$ cat src/rtl/wb_stage_if.sv
// Memory-stage -> writeback bus, plus the register-file write / bypass triples.
//   master : memory stage / register file / bypass network side
//   slave  : wb_stage
// Signals:
//   in_valid, in_ready, flush, stall          capture handshake and kill/hold controls
//   pc, inst, alu_result, ctrl_reg_we, wb_sel  retiring instruction payload
//   mem_rdata                                 raw DMEM word, valid the cycle after capture
//   reg_we, reg_wa, data_rd                   register-file write triple
//   fwd_valid, fwd_rd, fwd_data               bypass copy of the write triple
interface wb_stage_if #(
   parameter int unsigned DWIDTH     = 32,
   parameter int unsigned PC_WIDTH   = 32,
   parameter int unsigned INST_WIDTH = 32
);
   logic                  in_valid;
   logic                  in_ready;
   logic                  flush;
   logic                  stall;
   logic [PC_WIDTH-1:0]   pc;
   logic [INST_WIDTH-1:0] inst;
   logic [DWIDTH-1:0]     alu_result;
   logic                  ctrl_reg_we;
   logic [1:0]            wb_sel;
   logic [DWIDTH-1:0]     mem_rdata;

   logic                  reg_we;
   logic [4:0]            reg_wa;
   logic [DWIDTH-1:0]     data_rd;
   logic                  fwd_valid;
   logic [4:0]            fwd_rd;
   logic [DWIDTH-1:0]     fwd_data;

   modport master (
      output in_valid, flush, stall, pc, inst, alu_result, ctrl_reg_we, wb_sel, mem_rdata,
      input  in_ready, reg_we, reg_wa, data_rd, fwd_valid, fwd_rd, fwd_data
   );

   modport slave (
      input  in_valid, flush, stall, pc, inst, alu_result, ctrl_reg_we, wb_sel, mem_rdata,
      output in_ready, reg_we, reg_wa, data_rd, fwd_valid, fwd_rd, fwd_data
   );
endinterface

$ cat src/rtl/wb_stage.sv
// Writeback stage of the 32-bit RISC-V pipeline.
// Captures one retiring instruction per cycle, selects ALU / aligned load / PC+4
// as writeback data and drives the register-file write triple for exactly one
// cycle (the cycle after capture). Also provides a bypass copy of that triple and
// a sticky misaligned-load flag.
// Ports:
//   clk           clock, rising edge
//   rst           synchronous active-low reset
//   bus           wb_stage_if.slave (capture handshake, payload, write/bypass triples)
//   misalign_err  sticky misaligned-load flag, cleared only by reset
//   instret       64-bit retired-instruction counter (only with WB_INSTRET_EN)
// Optional feature macro: WB_INSTRET_EN adds the instret counter and port.
module wb_stage #(
   parameter int unsigned DWIDTH     = 32,
   parameter int unsigned PC_WIDTH   = 32,
   parameter int unsigned INST_WIDTH = 32
) (
   input  logic        clk,
   input  logic        rst,
   wb_stage_if.slave   bus,
   output logic        misalign_err
`ifdef WB_INSTRET_EN
   ,
   output logic [63:0] instret
`endif
);

   localparam int unsigned RD_W  = 5;
   localparam int unsigned F3_W  = 3;
   localparam int unsigned SEL_W = 2;

   localparam logic [SEL_W-1:0] WB_MEM = 2'd1;
   localparam logic [SEL_W-1:0] WB_PC4 = 2'd2;

   localparam logic [F3_W-1:0] F3_LB  = 3'd0;
   localparam logic [F3_W-1:0] F3_LH  = 3'd1;
   localparam logic [F3_W-1:0] F3_LW  = 3'd2;
   localparam logic [F3_W-1:0] F3_LBU = 3'd4;
   localparam logic [F3_W-1:0] F3_LHU = 3'd5;

   typedef enum logic [1:0] {
      EMPTY = 2'd0,
      PEND  = 2'd1,
      HELD  = 2'd2
   } state_t;

   typedef struct packed {
      logic [PC_WIDTH-1:0] pc;
      logic [RD_W-1:0]     rd;
      logic [F3_W-1:0]     funct3;
      logic [DWIDTH-1:0]   alu;
      logic                we;
      logic [SEL_W-1:0]    sel;
   } cap_t;

   state_t              state;
   state_t              state_nxt;
   cap_t                cap;
   logic                capture;
   logic                misaligned;
   logic                reg_we_c;
   logic [1:0]          byte_off;
   logic [7:0]          ld_byte;
   logic [15:0]         ld_half;
   logic [DWIDTH-1:0]   ld_data;
   logic [PC_WIDTH-1:0] pc_plus4;
   logic [DWIDTH-1:0]   wb_data;

   // Opcode and upper instruction fields are not needed at writeback.
   logic unused_inst;
   assign unused_inst = ^{bus.inst[INST_WIDTH-1:15], bus.inst[6:0]};

   assign bus.in_ready = ~bus.stall;
   assign capture      = bus.in_valid & ~bus.stall;

   // Capture register for the retiring instruction.
   always_ff @(posedge clk) begin
      if (!rst) begin
         cap <= '0;
      end else if (capture) begin
         cap.pc     <= bus.pc;
         cap.rd     <= bus.inst[11:7];
         cap.funct3 <= bus.inst[14:12];
         cap.alu    <= bus.alu_result;
         cap.we     <= bus.ctrl_reg_we;
         cap.sel    <= bus.wb_sel;
      end
   end

   // State register.
   always_ff @(posedge clk) begin
      if (!rst) begin
         state <= EMPTY;
      end else begin
         state <= state_nxt;
      end
   end

   // Next state and write enable; only a PEND entry may write, so HELD cannot repeat it.
   always_comb begin
      state_nxt = state;
      reg_we_c  = 1'b0;
      if (capture) begin
         state_nxt = PEND;
      end else begin
         case (state)
            PEND, HELD: state_nxt = bus.stall ? HELD : EMPTY;
            default:    state_nxt = EMPTY;
         endcase
      end
      if (state == PEND) begin
         reg_we_c = cap.we & (cap.rd != 5'd0) & ~bus.flush & ~misaligned;
      end
   end

   // Little-endian lane selection from the raw DMEM word.
   always_comb begin
      byte_off = cap.alu[1:0];
      ld_byte  = 8'h00;
      case (byte_off)
         2'd0:    ld_byte = bus.mem_rdata[7:0];
         2'd1:    ld_byte = bus.mem_rdata[15:8];
         2'd2:    ld_byte = bus.mem_rdata[23:16];
         default: ld_byte = bus.mem_rdata[31:24];
      endcase
      ld_half = byte_off[1] ? bus.mem_rdata[31:16] : bus.mem_rdata[15:0];
      case (cap.funct3)
         F3_LB:   ld_data = {{(DWIDTH-8){ld_byte[7]}}, ld_byte};
         F3_LBU:  ld_data = {{(DWIDTH-8){1'b0}}, ld_byte};
         F3_LH:   ld_data = {{(DWIDTH-16){ld_half[15]}}, ld_half};
         F3_LHU:  ld_data = {{(DWIDTH-16){1'b0}}, ld_half};
         default: ld_data = bus.mem_rdata;
      endcase
   end

   // Half loads need an even address, word loads a word-aligned one.
   always_comb begin
      misaligned = 1'b0;
      if (cap.sel == WB_MEM) begin
         if ((cap.funct3 == F3_LH) || (cap.funct3 == F3_LHU)) begin
            misaligned = byte_off[0];
         end else if (cap.funct3 == F3_LW) begin
            misaligned = (byte_off != 2'd0);
         end
      end
   end

   // Writeback source mux; PC+4 wraps naturally at the PC width.
   always_comb begin
      pc_plus4 = cap.pc + PC_WIDTH'(4);
      case (cap.sel)
         WB_MEM:  wb_data = ld_data;
         WB_PC4:  wb_data = DWIDTH'(pc_plus4);
         default: wb_data = cap.alu;
      endcase
   end

   assign bus.reg_we    = reg_we_c;
   assign bus.reg_wa    = cap.rd;
   assign bus.data_rd   = wb_data;
   assign bus.fwd_valid = reg_we_c;
   assign bus.fwd_rd    = cap.rd;
   assign bus.fwd_data  = wb_data;

   // Sticky misaligned-load flag; a flushed entry never sets it.
   always_ff @(posedge clk) begin
      if (!rst) begin
         misalign_err <= 1'b0;
      end else if ((state == PEND) && misaligned && !bus.flush) begin
         misalign_err <= 1'b1;
      end
   end

`ifdef WB_INSTRET_EN
   // Every unflushed PEND entry retires, whether or not it writes a register.
   always_ff @(posedge clk) begin
      if (!rst) begin
         instret <= 64'd0;
      end else if ((state == PEND) && !bus.flush) begin
         instret <= instret + 64'd1;
      end
   end
`endif

endmodule

$ cat src/flat_wrapper.sv
// flat-port wrapper written by rule: the top's interface ports become plain ports
module wb_stage_flat 
#(
   parameter int unsigned DWIDTH     = 32,
   parameter int unsigned PC_WIDTH   = 32,
   parameter int unsigned INST_WIDTH = 32
)
  (clk, rst, misalign_err, bus_in_valid, bus_flush, bus_stall, bus_pc, bus_inst, bus_alu_result, bus_ctrl_reg_we, bus_wb_sel, bus_mem_rdata, bus_in_ready, bus_reg_we, bus_reg_wa, bus_data_rd, bus_fwd_valid, bus_fwd_rd, bus_fwd_data);
  wb_stage_if #(.DWIDTH(DWIDTH), .PC_WIDTH(PC_WIDTH), .INST_WIDTH(INST_WIDTH)) bus_i ();
  input  logic clk;
  input  logic rst;
  output logic misalign_err;
  input wire logic [$bits(bus_i.in_valid)-1:0] bus_in_valid;
  input wire logic [$bits(bus_i.flush)-1:0] bus_flush;
  input wire logic [$bits(bus_i.stall)-1:0] bus_stall;
  input wire logic [$bits(bus_i.pc)-1:0] bus_pc;
  input wire logic [$bits(bus_i.inst)-1:0] bus_inst;
  input wire logic [$bits(bus_i.alu_result)-1:0] bus_alu_result;
  input wire logic [$bits(bus_i.ctrl_reg_we)-1:0] bus_ctrl_reg_we;
  input wire logic [$bits(bus_i.wb_sel)-1:0] bus_wb_sel;
  input wire logic [$bits(bus_i.mem_rdata)-1:0] bus_mem_rdata;
  output wire logic [$bits(bus_i.in_ready)-1:0] bus_in_ready;
  output wire logic [$bits(bus_i.reg_we)-1:0] bus_reg_we;
  output wire logic [$bits(bus_i.reg_wa)-1:0] bus_reg_wa;
  output wire logic [$bits(bus_i.data_rd)-1:0] bus_data_rd;
  output wire logic [$bits(bus_i.fwd_valid)-1:0] bus_fwd_valid;
  output wire logic [$bits(bus_i.fwd_rd)-1:0] bus_fwd_rd;
  output wire logic [$bits(bus_i.fwd_data)-1:0] bus_fwd_data;
  assign bus_i.in_valid = bus_in_valid;
  assign bus_i.flush = bus_flush;
  assign bus_i.stall = bus_stall;
  assign bus_i.pc = bus_pc;
  assign bus_i.inst = bus_inst;
  assign bus_i.alu_result = bus_alu_result;
  assign bus_i.ctrl_reg_we = bus_ctrl_reg_we;
  assign bus_i.wb_sel = bus_wb_sel;
  assign bus_i.mem_rdata = bus_mem_rdata;
  assign bus_in_ready = bus_i.in_ready;
  assign bus_reg_we = bus_i.reg_we;
  assign bus_reg_wa = bus_i.reg_wa;
  assign bus_data_rd = bus_i.data_rd;
  assign bus_fwd_valid = bus_i.fwd_valid;
  assign bus_fwd_rd = bus_i.fwd_rd;
  assign bus_fwd_data = bus_i.fwd_data;
  wb_stage #(.DWIDTH(DWIDTH), .PC_WIDTH(PC_WIDTH), .INST_WIDTH(INST_WIDTH)) u_core (.clk(clk), .rst(rst), .bus(bus_i), .misalign_err(misalign_err));
endmodule
$ cat config.mk
export PLATFORM = sky130hd
export DESIGN_NAME = wb_stage_flat
export DESIGN_NICKNAME = d
export VERILOG_FILES = /design/src/rtl/wb_stage_if.sv /design/src/rtl/wb_stage.sv /design/src/flat_wrapper.sv
export SDC_FILE = /design/constraint.sdc
export NUM_CORES = 1
export LEC_CHECK = 0
export ABC_AREA = 1
export BUFFER_PORTS_ARGS = -buffer_cell sky130_fd_sc_hd__buf_2
export CORE_MARGIN = 5
export CORE_UTILIZATION = 47
export CTS_CLUSTER_DIAMETER = 50
export DETAILED_ROUTE_END_ITERATION = 6
export PLACE_DENSITY = 0.76
export SLEW_MARGIN = 40
export SYNTH_ARGS = -nofsm -noshare
export SYNTH_HDL_FRONTEND = slang
export SYNTH_SLANG_ARGS = --single-unit
$ cat constraint.sdc
create_clock -name clk -period 5 [get_ports clk]
set_input_delay 0.5 -clock clk [delete_from_list [all_inputs] [get_ports clk]]
set_output_delay 0.5 -clock clk [all_outputs]
set_load 0.03 [all_outputs]
==> summary.log <==
qor: placement.post-dp-hpwl 13900 um
qor: critical_path.timing.critical_path.max_delay_family flip-flops
qor: yosys.yosys.area_share.xor_xnor 0%
qor: detailed_routing.initial_drt_pass_iterations 6
qor: timing.worst_slew_margin_rel 47.3%
qor: finish.fin_nets 1135
qor: timing.rsz0062_at_grt no
qor: timing.finalCritPeriodShare 71.4%
qor: die.floorplan.die.height 117 um
qor: placement.gp_routability_congestion 0.957
qor: finish.final.fill_count 1221
qor: timing.achievable-frequency 0.280 GHz
qor: yosys.yosys.area.top_type_share 29.2%
qor: clock_network.hold_buffers 0
qor: yosys.synthesis.yosys.warnings 0
qor: yosys.ys_ff_latch 78
qor: global_routing.grt_usage 26.3%
qor: clock_network.cts_num_sinks 78
qor: clock_network.root_buffer sky130_fd_sc_hd__clkbuf_16
qor: detailed_routing.drtIter0Drc 555
qor: hold_path.min_path_type input port to flop
qor: clock_network.cts-resized-gates 0
qor: critical_path.worst-endpoint-arrival 3.07 ns
qor: critical_path.critical_path_required 4.50 ns
qor: yosys.synth_nets 1016
qor: finish.layout_cells_sized_above_1 24.5%
qor: power_and_ir_drop.net-switching-power 692 uW
qor: power_and_ir_drop.comb_power_share 28.9%
qor: clock_network.cts_tree done
qor: detailed_routing.post_drt_wl_per_cell 15.7 um
qor: clock_network.htree_num_levels 3
qor: yosys.synth-adder-area-share 0.935%
qor: finish.layout.area.seq 1560 sq um
qor: finish.diodes 0
qor: yosys.synth-simple-area-share 38.2%
qor: power_and_ir_drop.sequentialPowerShare 37.7%
qor: yosys.synth_top_cells_by_area sky130_fd_sc_hd__dfxtp_1, sky130_fd_sc_hd__nand2_1, sky130_fd_sc_hd__nor2_1
qor: power_and_ir_drop.intPower 1170 uW
qor: power_and_ir_drop.p_leak 0.00297 uW
qor: detailed_routing.avgViaCountPerCell 5.15
qor: die.die_area 13600 sq um
qor: timing.final-max-slew-violation-count 0
qor: critical_path.cp_cell_sequence inv_1 -> nand3_1 -> nand2_1 -> o21ai_0 -> a21oi_1 -> o21a_1 -> nor2_1 -> buf_2
qor: die.floorplan.initialDensity 47.5%
qor: power_and_ir_drop.clock_power_share 33.4%
qor: finish.post-route-util 55.1%
qor: critical_path.critical_path.endpoint_type primary output
qor: yosys.synth_area_per_cell 6.11 sq um
qor: die.die-width 117 um
qor: yosys.synth.largest_area_cell sky130_fd_sc_hd__dfxtp_1
qor: critical_path.crit_buf_inv 2
qor: critical_path.critical_path_class flop to primary output
qor: timing.clock_skew 0.00746 ns
qor: die.ios 214
qor: clock_network.tritoncts.num_buffers 9
qor: yosys.yosys-mux-area-fraction 0%
qor: global_routing.antenna_found_initial 0
qor: clock_network.cts-root-to-sink-buffers 2
qor: power_and_ir_drop.netSwitchingFraction 37.1%
qor: yosys.netlist_instances 876
qor: timing.setup_viol_count_final 0
qor: global_routing.grt_pass1_vias 5477
qor: yosys.number_of_distinct_standard_cells_referenced_by_the_synthesized_netlist 38
qor: detailed_routing.antenna_violating_nets_post_route 0
qor: detailed_routing.drc_errors 0
qor: clock_network.clk_latency 0.35 ns
qor: critical_path.slowest_stage sky130_fd_sc_hd__dfxtp_1
qor: global_routing.overflow 0
qor: detailed_routing.routed-via-count 5891
qor: flow_run.drv_cap 0
qor: power_and_ir_drop.cellPowerDensity 300 nW/um^2
qor: run_status.outcome finished, final reports clean
qor: clock_network.cts_setup_buffers 0
qor: global_routing.grt_start_max_net_pins 65
qor: die.fp-row-count 39
qor: clock_network.clkSlewWorstSetupHoldPaths 0.07 ns
qor: yosys.synth_compound_gate_area_share 16.7%
qor: placement.numPortBuffers 189
qor: timing.setup-tns-final 0 ns
qor: timing.tightest_slew 0.790 ns
qor: timing.final.min_clock_period 3.57 ns
qor: yosys.largest_family_of_logic_cells_by_synthesized_area simple AND/OR/NAND/NOR gates
qor: yosys.yosysSeqAreaShare 29.2%
qor: timing.hold_violations 0
qor: finish.multi_input_comb_area 3000 sq um
qor: power_and_ir_drop.irDropWorstVdd 0.239 mV
qor: die.core_region_area 11300 sq um
qor: yosys.synth.cell_area 5350 sq um
qor: critical_path.cpPeakStageDelay 0.84 ns
qor: critical_path.startpoint_type flop
qor: critical_path.critPathMaxFanout 24
qor: detailed_routing.detail_route.wirelength 18000 um
qor: global_routing.grt_pass1_wl 27600 um
qor: finish.syn_to_layout_area_delta 16.2%
-- routing by layer --
| layer | GRT usage, % | vias up | routed length, um |
|---|---|---|---|
| li1 | - | 3015 | - |
| met1 | 35.0 | 2608 | 7820 |
| met2 | 41.5 | 241 | 8080 |
| met3 | 6.11 | 27 | 1660 |
| met4 | 9.71 | 0 | 439 |
| met5 | 0 | - | 0 |
-- cell families (layout without fill, tap and decap cells) --
logic type,after synthesis,in the layout
AND/OR/NAND/NOR,482,482
adder cells (fa/ha/maj),4,4
flip-flops,78,78
buffers and inverters,144,268
AO/OA/AOI/OAI,168,168
-- sequential cells by signal, summed over array words and instances (netlist names) --
name and count:
u_core.cap 68, u_core.bus.fwd_rd 5, u_core.byte_off 2, u_core.state 2, u_core.misalign_err 1
-- cell type report --
class,count,share of cell area (%)
well taps,143,2.88
flip-flops and latches,78,25.1
repair buffers,194,15.8
inverters,58,3.52
clock buffers,11,3.90
multi-input cells,654,48.2
clock inverters,5,0.543
-- worst register-to-register path, delay by kind of cell (launching register included) --
family          cells  cell delay, ns
compound gates      3            0.65
buf+inv             1            0.53
flops               1            0.84
simple gates        2            0.36
-- metrics by stage --
| step | hold WS, ns | total power [uW] | setup WS [ns] | instance area (sq um) | instances |
|---|---|---|---|---|---|
| finish | 0.398 | 1870 | 1.43 | 6220 | 1143 |
| global route | 0.405 | 1960 | 1.21 | 6220 | 1143 |
| CTS | 0.393 | 1880 | 1.50 | 6220 | 1143 |
| detailed placement | 0.448 | 1250 | 1.91 | 5940 | 1127 |
| global placement | 0.448 | 1250 | 1.33 | 5940 | 1127 |
| floorplan | 0.444 | 1140 | 2.39 | 5350 | 876 |
-- power by group through the flow --
stage | Clock [uW] | Sequential [uW] | Combinational (uW)
after detailed placement | 0 | 717 | 536
after global routing | 664 | 711 | 589
final | 624 | 705 | 539
after global placement | 0 | 716 | 532
after floorplan | 0 | 700 | 437
after CTS | 635 | 703 | 538
-- worst paths after layout --
path                               startpoint                          endpoint  cells after the start  slack (ns)
max reg2reg       u_core.cap[36]$_SDFFE_PN0P_  u_core.misalign_err$_SDFFE_PN0P_                      6        2.55
min reg2reg  u_core.misalign_err$_SDFFE_PN0P_  u_core.misalign_err$_SDFFE_PN0P_                      2        0.46
max               u_core.cap[36]$_SDFFE_PN0P_                   bus_fwd_data[2]                      8        1.43
min                        bus_alu_result[26]       u_core.cap[29]$_SDFFE_PN0P_                      3        0.40
-- synthesized netlist by cell type --
| cell | count |
|---|---|
| sky130_fd_sc_hd__nand3_1 | 53 |
| sky130_fd_sc_hd__o21ai_0 | 98 |
| sky130_fd_sc_hd__nor2_4 | 3 |
| sky130_fd_sc_hd__a211oi_1 | 1 |
| sky130_fd_sc_hd__ha_1 | 4 |
| sky130_fd_sc_hd__buf_4 | 44 |
| sky130_fd_sc_hd__o211ai_1 | 4 |
| sky130_fd_sc_hd__a22oi_1 | 1 |
| sky130_fd_sc_hd__nor3_1 | 5 |
| sky130_fd_sc_hd__dfxtp_1 | 78 |
| sky130_fd_sc_hd__o21ba_2 | 1 |
| sky130_fd_sc_hd__inv_1 | 55 |
| sky130_fd_sc_hd__a31oi_1 | 9 |
| sky130_fd_sc_hd__buf_2 | 4 |
| sky130_fd_sc_hd__nand2_1 | 213 |
| sky130_fd_sc_hd__dlygate4sd1_1 | 3 |
| sky130_fd_sc_hd__buf_12 | 1 |
| sky130_fd_sc_hd__a21oi_1 | 46 |
| sky130_fd_sc_hd__nand3_2 | 10 |
| sky130_fd_sc_hd__nand3b_1 | 1 |
| sky130_fd_sc_hd__nand4_1 | 1 |
| sky130_fd_sc_hd__o21bai_1 | 4 |
| sky130_fd_sc_hd__o21a_1 | 1 |
| sky130_fd_sc_hd__nand2_4 | 1 |
| sky130_fd_sc_hd__nor2_2 | 2 |
| sky130_fd_sc_hd__nor2_1 | 175 |
| sky130_fd_sc_hd__buf_1 | 1 |
| sky130_fd_sc_hd__o2111ai_1 | 1 |
| sky130_fd_sc_hd__clkbuf_1 | 27 |
| sky130_fd_sc_hd__o221ai_1 | 1 |
| sky130_fd_sc_hd__or2_2 | 13 |
| sky130_fd_sc_hd__a21o_2 | 1 |
| sky130_fd_sc_hd__and2_1 | 4 |
| sky130_fd_sc_hd__inv_2 | 1 |
| sky130_fd_sc_hd__clkinv_1 | 2 |
| sky130_fd_sc_hd__buf_6 | 2 |
| sky130_fd_sc_hd__nand4_4 | 1 |
| sky130_fd_sc_hd__clkbuf_8 | 4 |
-- placed cells by master (no fill, tap or decap), drive strengths merged --
cell type / instances
o21ai: 98
clkinv: 4
o21a: 1
o21ba: 1
o21bai: 4
nor3: 5
o2111ai: 1
ha: 4
nand3b: 1
a22oi: 1
nor2: 180
a21o: 1
a211oi: 1
o211ai: 4
dfxtp: 78
nand2: 214
a21oi: 46
nand4: 2
clkbuf: 11
a31oi: 9
and2: 4
nand3: 63
or2: 13
inv: 57
o221ai: 1
buf: 194
clkinvlp: 2
(Power assumes the default switching activity.)
